`src/rtl/pixel_framer_if.sv`:
```
// Video-in / framed-pixel-out signal bundle for pixel_framer.
// slave is the framer's view; master is the source/sink side that drives the video.
interface pixel_framer_if;
  logic        i_vsync;
  logic        i_de;
  logic [23:0] i_pixel;
  logic [31:0] o_data;
  logic        o_valid;
  logic        o_sof;
  logic        o_sol;
  logic [15:0] o_xpos;
  logic [15:0] o_ypos;
  logic [15:0] o_width;
  logic [15:0] o_height;
  logic        o_locked;

  modport slave (
    input  i_vsync, i_de, i_pixel,
    output o_data, o_valid, o_sof, o_sol, o_xpos, o_ypos, o_width, o_height, o_locked
  );

  modport master (
    output i_vsync, i_de, i_pixel,
    input  o_data, o_valid, o_sof, o_sol, o_xpos, o_ypos, o_width, o_height, o_locked
  );
endinterface

```
`src/rtl/pixel_framer.sv`:
```
// Frames a raw vsync/de pixel stream into coordinate-tagged words and measures frame geometry.
// Define PIXEL_FRAMER_LOCK_EN to build geometry lock detection (o_locked); otherwise o_locked is 0.
module pixel_framer (
  input  logic             i_clk,
  input  logic             i_reset,
  pixel_framer_if.slave    bus
);

  typedef enum logic [1:0] {IDLE, WAIT_DE, LINE, HBLANK} state_t;

  function automatic logic [15:0] sat_inc(input logic [15:0] v);
    return (v == 16'hFFFF) ? v : v + 16'd1;
  endfunction

  state_t      state_q, state_d;
  logic        vsync_q;
  logic        valid_q, valid_d;
  logic        sof_q, sof_d;
  logic        sol_q, sol_d;
  logic [23:0] data_q, data_d;
  logic [15:0] xpos_q, xpos_d;
  logic [15:0] ypos_q, ypos_d;
  logic [15:0] width_q, width_d;
  logic [15:0] height_q, height_d;
  logic [15:0] fw_q, fw_d;
  logic        vs_rise;
  logic [15:0] cur_w;

  assign vs_rise = bus.i_vsync & ~vsync_q;
  assign cur_w   = sat_inc(xpos_q);

  always_comb begin
    state_d  = state_q;
    valid_d  = 1'b0;
    sof_d    = 1'b0;
    sol_d    = 1'b0;
    data_d   = data_q;
    xpos_d   = xpos_q;
    ypos_d   = ypos_q;
    width_d  = width_q;
    height_d = height_q;
    fw_d     = fw_q;
    if (vs_rise) begin
      // vsync wins over a coincident pixel; only frames that produced pixels report geometry
      state_d = WAIT_DE;
      if (state_q == LINE || state_q == HBLANK) begin
        width_d  = (state_q == LINE && ypos_q == 16'd0) ? cur_w : fw_q;
        height_d = sat_inc(ypos_q);
      end
    end else begin
      unique case (state_q)
        IDLE: ;
        WAIT_DE: if (bus.i_de) begin
          state_d = LINE;
          valid_d = 1'b1;
          sof_d   = 1'b1;
          sol_d   = 1'b1;
          data_d  = bus.i_pixel;
          xpos_d  = 16'd0;
          ypos_d  = 16'd0;
        end
        LINE: if (bus.i_de) begin
          valid_d = 1'b1;
          data_d  = bus.i_pixel;
          xpos_d  = sat_inc(xpos_q);
        end else begin
          state_d = HBLANK;
          if (ypos_q == 16'd0) fw_d = cur_w;
        end
        HBLANK: if (bus.i_de) begin
          state_d = LINE;
          valid_d = 1'b1;
          sol_d   = 1'b1;
          data_d  = bus.i_pixel;
          xpos_d  = 16'd0;
          ypos_d  = sat_inc(ypos_q);
        end
        default: state_d = IDLE;
      endcase
    end
  end

  always_ff @(posedge i_clk) begin
    if (i_reset) begin
      state_q  <= IDLE;
      vsync_q  <= 1'b1;
      valid_q  <= 1'b0;
      sof_q    <= 1'b0;
      sol_q    <= 1'b0;
      data_q   <= '0;
      xpos_q   <= '0;
      ypos_q   <= '0;
      width_q  <= '0;
      height_q <= '0;
      fw_q     <= '0;
    end else begin
      state_q  <= state_d;
      vsync_q  <= bus.i_vsync;
      valid_q  <= valid_d;
      sof_q    <= sof_d;
      sol_q    <= sol_d;
      data_q   <= data_d;
      xpos_q   <= xpos_d;
      ypos_q   <= ypos_d;
      width_q  <= width_d;
      height_q <= height_d;
      fw_q     <= fw_d;
    end
  end

`ifdef PIXEL_FRAMER_LOCK_EN
  logic line_ok_q, line_ok_d;
  logic have_prev_q, have_prev_d;
  logic locked_q, locked_d;
  logic frame_end, line_end, mismatch;

  assign frame_end = vs_rise && (state_q == LINE || state_q == HBLANK);
  assign line_end  = !vs_rise && state_q == LINE && !bus.i_de;
  assign mismatch  = (ypos_q != 16'd0) && (cur_w != fw_q);

  always_comb begin
    line_ok_d   = line_ok_q;
    have_prev_d = have_prev_q;
    locked_d    = locked_q;
    if (frame_end) begin
      // a frame cut off mid-line still has its last line checked here
      locked_d    = have_prev_q && line_ok_q && (width_d == width_q) && (height_d == height_q)
                    && !(state_q == LINE && mismatch);
      have_prev_d = 1'b1;
      line_ok_d   = 1'b1;
    end else if (sof_d) begin
      line_ok_d = 1'b1;
    end else if (line_end && mismatch) begin
      line_ok_d = 1'b0;
    end
  end

  always_ff @(posedge i_clk) begin
    if (i_reset) begin
      line_ok_q   <= 1'b1;
      have_prev_q <= 1'b0;
      locked_q    <= 1'b0;
    end else begin
      line_ok_q   <= line_ok_d;
      have_prev_q <= have_prev_d;
      locked_q    <= locked_d;
    end
  end

  assign bus.o_locked = locked_q;
`else
  assign bus.o_locked = 1'b0;
`endif

  assign bus.o_data   = {8'h00, data_q};
  assign bus.o_valid  = valid_q;
  assign bus.o_sof    = sof_q;
  assign bus.o_sol    = sol_q;
  assign bus.o_xpos   = xpos_q;
  assign bus.o_ypos   = ypos_q;
  assign bus.o_width  = width_q;
  assign bus.o_height = height_q;

endmodule

```
`src/flat_wrapper.sv`:
```
// flat-port wrapper written by rule: the top's interface ports become plain ports
module pixel_framer_flat 
  (i_clk, i_reset, bus_i_vsync, bus_i_de, bus_i_pixel, bus_o_data, bus_o_valid, bus_o_sof, bus_o_sol, bus_o_xpos, bus_o_ypos, bus_o_width, bus_o_height, bus_o_locked);
  pixel_framer_if bus_i ();
  input  logic i_clk;
  input  logic i_reset;
  input wire logic [$bits(bus_i.i_vsync)-1:0] bus_i_vsync;
  input wire logic [$bits(bus_i.i_de)-1:0] bus_i_de;
  input wire logic [$bits(bus_i.i_pixel)-1:0] bus_i_pixel;
  output wire logic [$bits(bus_i.o_data)-1:0] bus_o_data;
  output wire logic [$bits(bus_i.o_valid)-1:0] bus_o_valid;
  output wire logic [$bits(bus_i.o_sof)-1:0] bus_o_sof;
  output wire logic [$bits(bus_i.o_sol)-1:0] bus_o_sol;
  output wire logic [$bits(bus_i.o_xpos)-1:0] bus_o_xpos;
  output wire logic [$bits(bus_i.o_ypos)-1:0] bus_o_ypos;
  output wire logic [$bits(bus_i.o_width)-1:0] bus_o_width;
  output wire logic [$bits(bus_i.o_height)-1:0] bus_o_height;
  output wire logic [$bits(bus_i.o_locked)-1:0] bus_o_locked;
  assign bus_i.i_vsync = bus_i_vsync;
  assign bus_i.i_de = bus_i_de;
  assign bus_i.i_pixel = bus_i_pixel;
  assign bus_o_data = bus_i.o_data;
  assign bus_o_valid = bus_i.o_valid;
  assign bus_o_sof = bus_i.o_sof;
  assign bus_o_sol = bus_i.o_sol;
  assign bus_o_xpos = bus_i.o_xpos;
  assign bus_o_ypos = bus_i.o_ypos;
  assign bus_o_width = bus_i.o_width;
  assign bus_o_height = bus_i.o_height;
  assign bus_o_locked = bus_i.o_locked;
  pixel_framer u_core (.i_clk(i_clk), .i_reset(i_reset), .bus(bus_i));
endmodule
```
`config.mk`:
```
export PLATFORM = sky130hd
export DESIGN_NAME = pixel_framer_flat
export DESIGN_NICKNAME = d
export VERILOG_FILES = /design/src/rtl/pixel_framer_if.sv /design/src/rtl/pixel_framer.sv /design/src/flat_wrapper.sv
export SDC_FILE = /design/constraint.sdc
export NUM_CORES = 1
export LEC_CHECK = 0
export ABC_AREA = 0
export CAP_MARGIN = 20
export CELL_PAD_IN_SITES_DETAIL_PLACEMENT = 1
export CELL_PAD_IN_SITES_GLOBAL_PLACEMENT = 2
export CORE_ASPECT_RATIO = 2
export CORE_UTILIZATION = 33
export CTS_CLUSTER_SIZE = 14
export DETAILED_ROUTE_END_ITERATION = 6
export DONT_BUFFER_PORTS = 1
export PLACE_DENSITY = 0.81
export SLEW_MARGIN = 15
export SYNTH_ARGS = -nofsm -noshare
export SYNTH_HDL_FRONTEND = slang
export SYNTH_SLANG_ARGS = --single-unit
```
`constraint.sdc`:
```
create_clock -name i_clk -period 2.1 [get_ports i_clk]
set_input_delay 0.105 -clock i_clk [delete_from_list [all_inputs] [get_ports i_clk]]
set_output_delay 0.105 -clock i_clk [all_outputs]
set_load 0.1 [all_outputs]
```
==> results of run 1 <==
==> power breakdown <==
part / switching, mW / internal [mW] / leakage [nW]
registers: 0.0101 / 2.09 / 0.908
logic: 0.311 / 0.100 / 1.39
clock network: 0.851 / 0.939 / 0.143
total: 1.17 / 3.13 / 2.44
==> cell usage in the layout, fill, tap and decap left out, types with 5 or more instances in the layout <==
cell	netlist	layout
a211oi_1	15	15
a21oi_1	70	70
a311oi_1	6	6
a31oi_1	5	5
and3_1	5	5
and4_1	7	7
buf_4	12	119
clkbuf_16	0	9
conb_1	1	9
dfxtp_1	110	78
dfxtp_2	0	19
dfxtp_4	0	13
dlygate4sd3_1	0	27
inv_1	12	12
mux2i_1	5	5
nand2_1	94	93
nand2b_1	12	11
nand3_1	20	19
nand3b_1	16	16
nand4_1	17	17
nor2_1	48	48
nor3_1	24	24
nor4_1	7	7
o211ai_1	12	12
o21ai_0	32	31
o22ai_1	8	8
or3_1	9	9
==> synthesized netlist by cell type (all sizes together), types with 9 or more instances <==
library cell,instances,area share
or3,9,0.011
buf,21,0.031
nand3b,17,0.025
nor3,24,0.023
dfxtp,110,0.42
inv,12,0.0085
nand4,17,0.020
nand2b,12,0.014
nor2,49,0.035
o21ai,32,0.030
nand3,20,0.019
nor4,9,0.013
o211ai,12,0.017
a211oi,15,0.021
a21oi,70,0.066
nand2,94,0.067
clkbuf,39,0.032
==> flip-flops by register name, indices dropped and copies added (netlist names) <==
signal,count
u_core.bus.o_height,16
u_core.bus.o_sof,1
u_core.bus.o_sol,1
u_core.bus.o_valid,1
u_core.bus.o_width,16
u_core.bus.o_xpos,16
u_core.bus.o_ypos,16
u_core.data_q,24
u_core.fw_q,16
u_core.state_q,2
u_core.vsync_q,1
==> logic make-up (layout without fill, tap and decap cells) <==
| group | count (synthesis) | count (layout) |
|---|---|---|
| and+or+nand+nor | 278 | 278 |
| AOI/OAI and AO/OA | 176 | 176 |
| DFF | 110 | 110 |
| buffers and inverters | 73 | 177 |
| xor gates and xnor gates | 7 | 7 |
| muxes | 7 | 7 |
| adders and majority gates | 3 | 3 |
| other | 1 | 9 |
==> routing by layer <==
| layer | global-route usage | share of wire | vias up |
|---|---|---|---|
| met3 | 0.0396 | 0.035 | 81 |
| met5 | 0 | 0 | - |
| met2 | 0.480 | 0.56 | 163 |
| li1 | - | - | 2559 |
| met1 | 0.228 | 0.33 | 2717 |
| met4 | 0.178 | 0.065 | 0 |
==> through the flow <==
| step | util | TNS, ns | cell area, um2 |
|---|---|---|---|
| 2_1_floorplan | - | -0.00416 | 5400 |
| 3_3_place_gp | 0.398 | 0 | 6240 |
| 3_5_place_dp | 0.398 | 0 | 6240 |
| 4_1_cts | 0.436 | 0 | 6840 |
| 5_1_grt | 0.437 | -0.00897 | 6860 |
| 6_report | 0.437 | 0 | 6860 |
==> worst max path at each step <==
stage | from | end | slack [ns] | cells after the start
floorplan | u_core.bus.o_ypos[8]$_SDFFE_PP0P_ | u_core.bus.o_height[5]$_SDFFE_PP0P_ | -0.004 | 6
CTS | u_core.bus.o_ypos[4]$_SDFFE_PP0P_ | u_core.fw_q[0]$_SDFFE_PP0P_ | 0.04 | 5
finish | u_core.bus.o_ypos[4]$_SDFFE_PP0P_ | u_core.bus.o_width[12]$_SDFFE_PP0P_ | 0.09 | 5
global route | u_core.bus.o_ypos[4]$_SDFFE_PP0P_ | u_core.bus.o_width[12]$_SDFFE_PP0P_ | -0.009 | 5
detailed placement | u_core.bus.o_ypos[4]$_SDFFE_PP0P_ | u_core.fw_q[0]$_SDFFE_PP0P_ | 0.06 | 5
global placement | u_core.bus.o_ypos[1]$_SDFFE_PP0P_ | u_core.bus.o_ypos[6]$_SDFFE_PP0P_ | 0.17 | 7
==> worst register-to-register path, cell delays in order, from the launching register on <==
cell and delay, ns:
dfxtp_4 0.39, or4_4 0.55, nor4b_4 0.31, and2_4 0.26, nand2_1 0.10, a311oi_1 0.30
==> timing repair <==
item | in CTS | in global routing
gates resized for setup | 0 | 5
setup buffers | 0 | 0
hold endpoints to repair | 98 | 0
hold buffers | 28 | 0
endpoints found under the setup margin | 0 | 10
==> layout make-up <==
class | instances | area, um2 | share of cell area
clock buffer | 10 | 229 | 0.0334
clock inverter | 6 | 70.1 | 0.0102
inverter | 12 | 45.0 | 0.00657
multi-input combinational | 480 | 2760 | 0.402
sequential | 110 | 2270 | 0.332
tap | 201 | 251 | 0.0367
timing repair buffer | 149 | 1230 | 0.179
==> reports/summary.log, run 1 <==
INFO  grt            gr-total-overflow=0
INFO  yosys          combinational_family_with_the_most_area_after_synthesis=simple AND/OR/NAND/NOR gates
INFO  timing         post-route-min-period=2.01ns
INFO  grt            grtUsageTotal=0.249
INFO  yosys          synth_compound_gate_area_share=0.206
INFO  worst_hold_path min_path_cells=2
INFO  power_and_ir_drop overall_power_consumption=4.30mW
INFO  route          detail_route.vias_per_cell=5.70
INFO  floorplan      coreArea=15700um2
INFO  floorplan      die_area=16500um2
INFO  route          detail_route.wl_per_cell=20.9um
INFO  floorplan      pin_count=128
INFO  timing         final.setup.worst_slack=0.0853ns
INFO  yosys          synth_seq_cells=110
INFO  worst_setup_path crit_path_max_incr_delay=0.55ns
INFO  yosys          post_synth_xor_area_fraction=0.0116
INFO  worst_setup_path cp.required=2.36ns
INFO  worst_setup_path critical-path-slowest-cell=or4_4
INFO  worst_setup_path regToRegSetupSlack=0.09ns
INFO  cts            path_clk_slew=0.08ns
INFO  timing         timing.max_slew.rel_slack=0.418
INFO  floorplan      die_h=181um
INFO  yosys          synthesis.instances=655
INFO  worst_hold_path hold_start=i_reset
INFO  yosys          post_syn_area=5270um2
INFO  run_status     run_status=complete, no violations
INFO  power_and_ir_drop static-leakage-power=2.44nW
INFO  placed_design  post-place-cells=924
INFO  floorplan      die_width=91.4um
INFO  route          drc_errors=0
INFO  grt            grt_pass1_wl=31600um
INFO  final_layout   share_of_post_route_cells_with_drive_strength_above_1=0.241
INFO  worst_setup_path critPathMaxFanout=11
INFO  worst_setup_path critical_path.cell_chain=or4_4 -> nor4b_4 -> and2_4 -> nand2_1 -> a311oi_1
INFO  final_layout   diodes=0
INFO  timing         finalClockSkew=0.00936ns
INFO  yosys          synth_fa_ha_area_frac=0.00712
INFO  timing         slew_at_the_pin_with_the_worst_max_slew_slack=0.870ns
INFO  worst_setup_path r2r_end=u_core.bus.o_width[12]$_SDFFE_PP0P_
INFO  yosys          synth.area.mux_share=0.0138
INFO  worst_setup_path worst_r2r_path_depth=5
INFO  power_and_ir_drop peakVddDrop=0.000382V
INFO  worst_setup_path worstSetupPathType=register to register
INFO  cts            cts.sink_count=110
INFO  worst_setup_path worstPathArrival=2.28ns
INFO  yosys          yosys.cell_types.count=65
INFO  route          routed-via-count=5520
INFO  cts            cts-root-to-sink-buffers=2
INFO  cts            htree_levels=3
INFO  worst_setup_path worstReg2RegStart=u_core.bus.o_ypos[4]$_SDFFE_PP0P_
INFO  final_layout   fin_cells=968
INFO  route          routed_wl=20300um
INFO  placed_design  numPortBuffers=0
INFO  flow_run       drv_cap=0
INFO  worst_setup_path crit_path_start_kind=register
INFO  yosys          ys_seq_area_frac=0.418
INFO  timing         setup_viol_count_final=0
INFO  placed_design  dp.final_hpwl=14500um
INFO  yosys          synth.yosys.warnings=0
INFO  final_layout   final_net_count=793
INFO  yosys          syn_area_per_cell=8.05um2
INFO  worst_setup_path endpoint_kind=register
INFO  worst_setup_path critical-path-top-delay-family=simple AND/OR/NAND/NOR gates
INFO  worst_hold_path hold_end=u_core.bus.o_width[8]$_SDFFE_PP0P_
INFO  grt            vias_in_the_first_global_route=6000
INFO  timing         endpoints_failing_hold=0
INFO  route          drtIter0Drc=213
INFO  worst_setup_path path_buf_inv=0
INFO  final_layout   fillerInstances=1874
INFO  route          postRouteAntennaNets=0
INFO  timing         min_period_over_period=0.959
INFO  floorplan      row_count=65
INFO  timing         worst_hold_margin=0.00668ns
INFO  timing         fmax=496MHz
INFO  yosys          ys_async_sr_fraction=0
INFO  cts            cts-root-buf=clkbuf_16
INFO  route          drt_pass1_iterations=4
INFO  placed_design  globalplace.congestion=0.916
INFO  final_layout   layout-area-overhead-vs-synth=30.1%
INFO  grt            grt_max_degree=101
INFO  yosys          synth-edff-count=0
INFO  timing         final_max_slew_viol_count=0
INFO  cts            cts-buffers-inserted=9
INFO  yosys          ys.flop_type=dfxtp_1
INFO  worst_hold_path hp-class=primary input to register
INFO  timing         setup_repair_after_global_routing_missed_its_margin=true
INFO  grt            grt_antenna_before_repair=0
INFO  power_and_ir_drop powerDensity=627nW/um2
INFO  cts            clk_latency=0.37ns
INFO  yosys          synth-simple-area-share=0.270
INFO  placed_design  pre_cts_slack=0.0607ns
INFO  floorplan      initial_core_util=0.336
INFO  cts            cts_tree=built
Note: power is estimated with default switching activity, not from simulation.
==> inputs of run 2 (changes only) <==
--- a/config.mk
+++ b/config.mk
@@ -5,16 +5,16 @@
 export SDC_FILE = /design/constraint.sdc
 export NUM_CORES = 1
 export LEC_CHECK = 0
-export ABC_AREA = 0
 export CAP_MARGIN = 20
 export CELL_PAD_IN_SITES_DETAIL_PLACEMENT = 1
 export CELL_PAD_IN_SITES_GLOBAL_PLACEMENT = 2
 export CORE_ASPECT_RATIO = 2
-export CORE_UTILIZATION = 33
+export CORE_UTILIZATION = 36
 export CTS_CLUSTER_SIZE = 14
 export DETAILED_ROUTE_END_ITERATION = 6
 export DONT_BUFFER_PORTS = 1
-export PLACE_DENSITY = 0.81
+export PLACE_DENSITY = 0.84
+export SKIP_CTS_REPAIR_TIMING = 1
 export SLEW_MARGIN = 15
 export SYNTH_ARGS = -nofsm -noshare
 export SYNTH_HDL_FRONTEND = slang
==> constraint.sdc (replaced) <==
create_clock -name i_clk -period 2 [get_ports i_clk]
set_input_delay 0.1 -clock i_clk [delete_from_list [all_inputs] [get_ports i_clk]]
set_output_delay 0.1 -clock i_clk [all_outputs]
set_load 0.1 [all_outputs]
==> reports/summary.log, run 2 (same netlist as run 1, synthesis figures left out) <==
INFO  route          drt_pass1_iterations=4
INFO  final_layout   mostFrequentLayoutCell=buf_4
INFO  route          routed_wl=20100um
INFO  worst_setup_path worstSetupPathType=register to register
INFO  worst_setup_path critical_path.endpoint=u_core.bus.o_width[2]$_SDFFE_PP0P_
INFO  floorplan      die_h=173um
INFO  worst_setup_path cp.required=2.27ns
INFO  placed_design  dp.final_hpwl=14300um
INFO  placed_design  numPortBuffers=0
INFO  grt            vias_in_the_first_global_route=5775
INFO  timing         endpoints_failing_hold=6
INFO  run_status     failed_checks=negative hold slack
INFO  cts            cts-buffers-inserted=9
INFO  cts            cts-root-buf=clkbuf_16
INFO  placed_design  pre_cts_slack=0.0373ns
INFO  route          routed-via-count=5539
INFO  final_layout   fillerInstances=1752
INFO  worst_setup_path endpoint_kind=register
INFO  cts            cts.sink_count=110
INFO  cts            cts_tree=built
INFO  timing         slew_at_the_pin_with_the_worst_max_slew_slack=0.549ns
INFO  power_and_ir_drop static-leakage-power=2.50nW
INFO  run_status     run_status=complete, but fails checks
INFO  final_layout   layout_common_cells=buf_4 (132), nand2_1 (91), dfxtp_1 (78)
INFO  route          detail_route.vias_per_cell=5.71
INFO  grt            grtUsageTotal=0.257
INFO  placed_design  globalplace.congestion=0.947
INFO  grt            globalRouteMet2Util=0.482
INFO  final_layout   final_design_area_no_fill=6970um2
INFO  worst_setup_path regToRegSetupSlack=0.08ns
INFO  grt            grt_pass1_wl=29900um
INFO  cts            htree_levels=3
INFO  route          detail_route.wl_per_cell=20.7um
INFO  timing         worst_hold_margin=-0.0185ns
INFO  worst_setup_path worstReg2RegStart=u_core.bus.o_ypos[4]$_SDFFE_PP0P_
INFO  floorplan      pin_count=128
INFO  flow_run       drv_cap=0
INFO  worst_setup_path critical-path-slowest-cell=or4_4
INFO  worst_setup_path worst_r2r_path_depth=5
INFO  final_layout   final_net_count=804
INFO  final_layout   layout-area-overhead-vs-synth=32.2%
INFO  power_and_ir_drop powerDensity=647nW/um2
INFO  timing         finalClockSkew=0.00682ns
INFO  final_layout   largest_register_ff_count=24
INFO  floorplan      initial_core_util=0.367
INFO  cts            path_clk_slew=0.08ns
INFO  timing         setup_total_negative_slack=0ns
INFO  route          drtIter0Drc=262
INFO  final_layout   regMostFlops=u_core.data_q
INFO  placed_design  place_area=6310um2
INFO  timing         setup_viol_count_final=0
INFO  worst_hold_path hp-class=primary input to register
INFO  worst_setup_path crit_path_max_incr_delay=0.53ns
INFO  worst_setup_path r2r_end=u_core.bus.o_width[2]$_SDFFE_PP0P_
INFO  final_layout   share_of_post_route_cells_with_drive_strength_above_1=0.263
INFO  timing         post-route-min-period=1.92ns
INFO  worst_setup_path crit_path_start_kind=register
INFO  floorplan      coreArea=14400um2
INFO  timing         fmax=522MHz
INFO  grt            grt_antenna_before_repair=0
INFO  final_layout   diodes=0
INFO  grt            gr-total-overflow=0
INFO  route          drc_errors=0
INFO  power_and_ir_drop peakVddDrop=0.000405V
INFO  cts            clk_latency=0.35ns
INFO  cts            cts-root-to-sink-buffers=2
INFO  grt            met1_usage_in_global_routing=0.246
INFO  timing         final_max_slew_viol_count=0
INFO  timing         timing.max_slew.rel_slack=0.633
INFO  floorplan      die_area=15200um2
INFO  route          postRouteAntennaNets=0
INFO  grt            grt_most_used_layer=met2
INFO  grt            met3_track_utilization_from_global_routing=0.0420
INFO  worst_setup_path worst_setup_path_startpoint=u_core.bus.o_ypos[4]$_SDFFE_PP0P_
INFO  worst_setup_path worstPathArrival=2.18ns
INFO  timing         final.setup.worst_slack=0.0834ns
INFO  floorplan      die_width=87.6um
INFO  floorplan      row_count=62
INFO  worst_setup_path critical_path.cell_chain=or4_4 -> nor4b_4 -> and2_4 -> nand3b_2 -> a311oi_2
INFO  grt            grt_max_degree=112
INFO  timing         setup_repair_after_global_routing_missed_its_margin=true
INFO  timing         min_period_over_period=0.958
INFO  worst_setup_path critPathMaxFanout=9
==> run 2: cell count changes in the layout (fill, tap and decap cells not counted), moves of 2 or more <==
cell	delta
buf_12	-2
buf_4	+13
nand2_1	-2
dfxtp_2	-9
dfxtp_4	+9
nand2_2	+2
==> run 2: per-layer routing <==
layer | share of wire | routed length [um] | up-vias
met3 | 0.035 | 699 | 80
met1 | 0.34 | 6900 | 2712
li1 | - | - | 2579
met2 | 0.55 | 11100 | 168
met4 | 0.066 | 1330 | 0
met5 | 0 | 0 | -
==> run 2: stage by stage <==
step                      utilization  hold slack [ns]  std cells  power (mW)
after floorplan                     -            0.207        663        2.56
after global placement          0.440            0.175        925        2.58
after detailed placement        0.440            0.175        925        2.59
after CTS                       0.461           -0.194        941        4.46
after global routing            0.486         -0.00590        970        4.63
final                           0.486          -0.0185        970        4.51
==> run 2: critical path, delay by kind of cell (launching register included) <==
family / cells / cell delay [ns]
AOI/OAI and AO/OA: 1 / 0.23
and+or+nand+nor: 4 / 1.22
DFF: 1 / 0.38
==> run 2: how the worst min path moves through the flow <==
| stage | start | to | depth (start not counted) |
|---|---|---|---|
| after floorplan | bus_i_vsync | u_core.vsync_q$_SDFF_PP1_ | 1 |
| after global placement | i_reset | u_core.bus.o_xpos[3]$_SDFFE_PP0P_ | 1 |
| after detailed placement | i_reset | u_core.bus.o_xpos[4]$_SDFFE_PP0P_ | 1 |
| after CTS | i_reset | u_core.bus.o_xpos[4]$_SDFFE_PP0P_ | 1 |
| after global routing | i_reset | u_core.bus.o_width[8]$_SDFFE_PP0P_ | 2 |
| final | i_reset | u_core.fw_q[14]$_SDFFE_PP0P_ | 2 |
==> run 2: final cells by class <==
class,instances,area (um2),area share
Tap cell,192,240,0.0344
Inverter,12,45.0,0.00646
Timing Repair Buffer,160,1290,0.185
Multi-Input combinational cell,480,2790,0.400
Clock buffer,11,264,0.0379
Clock inverter,5,47.5,0.00682
Sequential cell,110,2300,0.329
==> run 2: where the power goes <==
part | leakage, nW | total (mW) | internal (mW) | switching, mW
clock network | 0.154 | 1.88 | 0.978 | 0.906
logic | 1.44 | 0.434 | 0.108 | 0.326
registers | 0.910 | 2.19 | 2.18 | 0.0112
total | 2.50 | 4.51 | 3.27 | 1.24
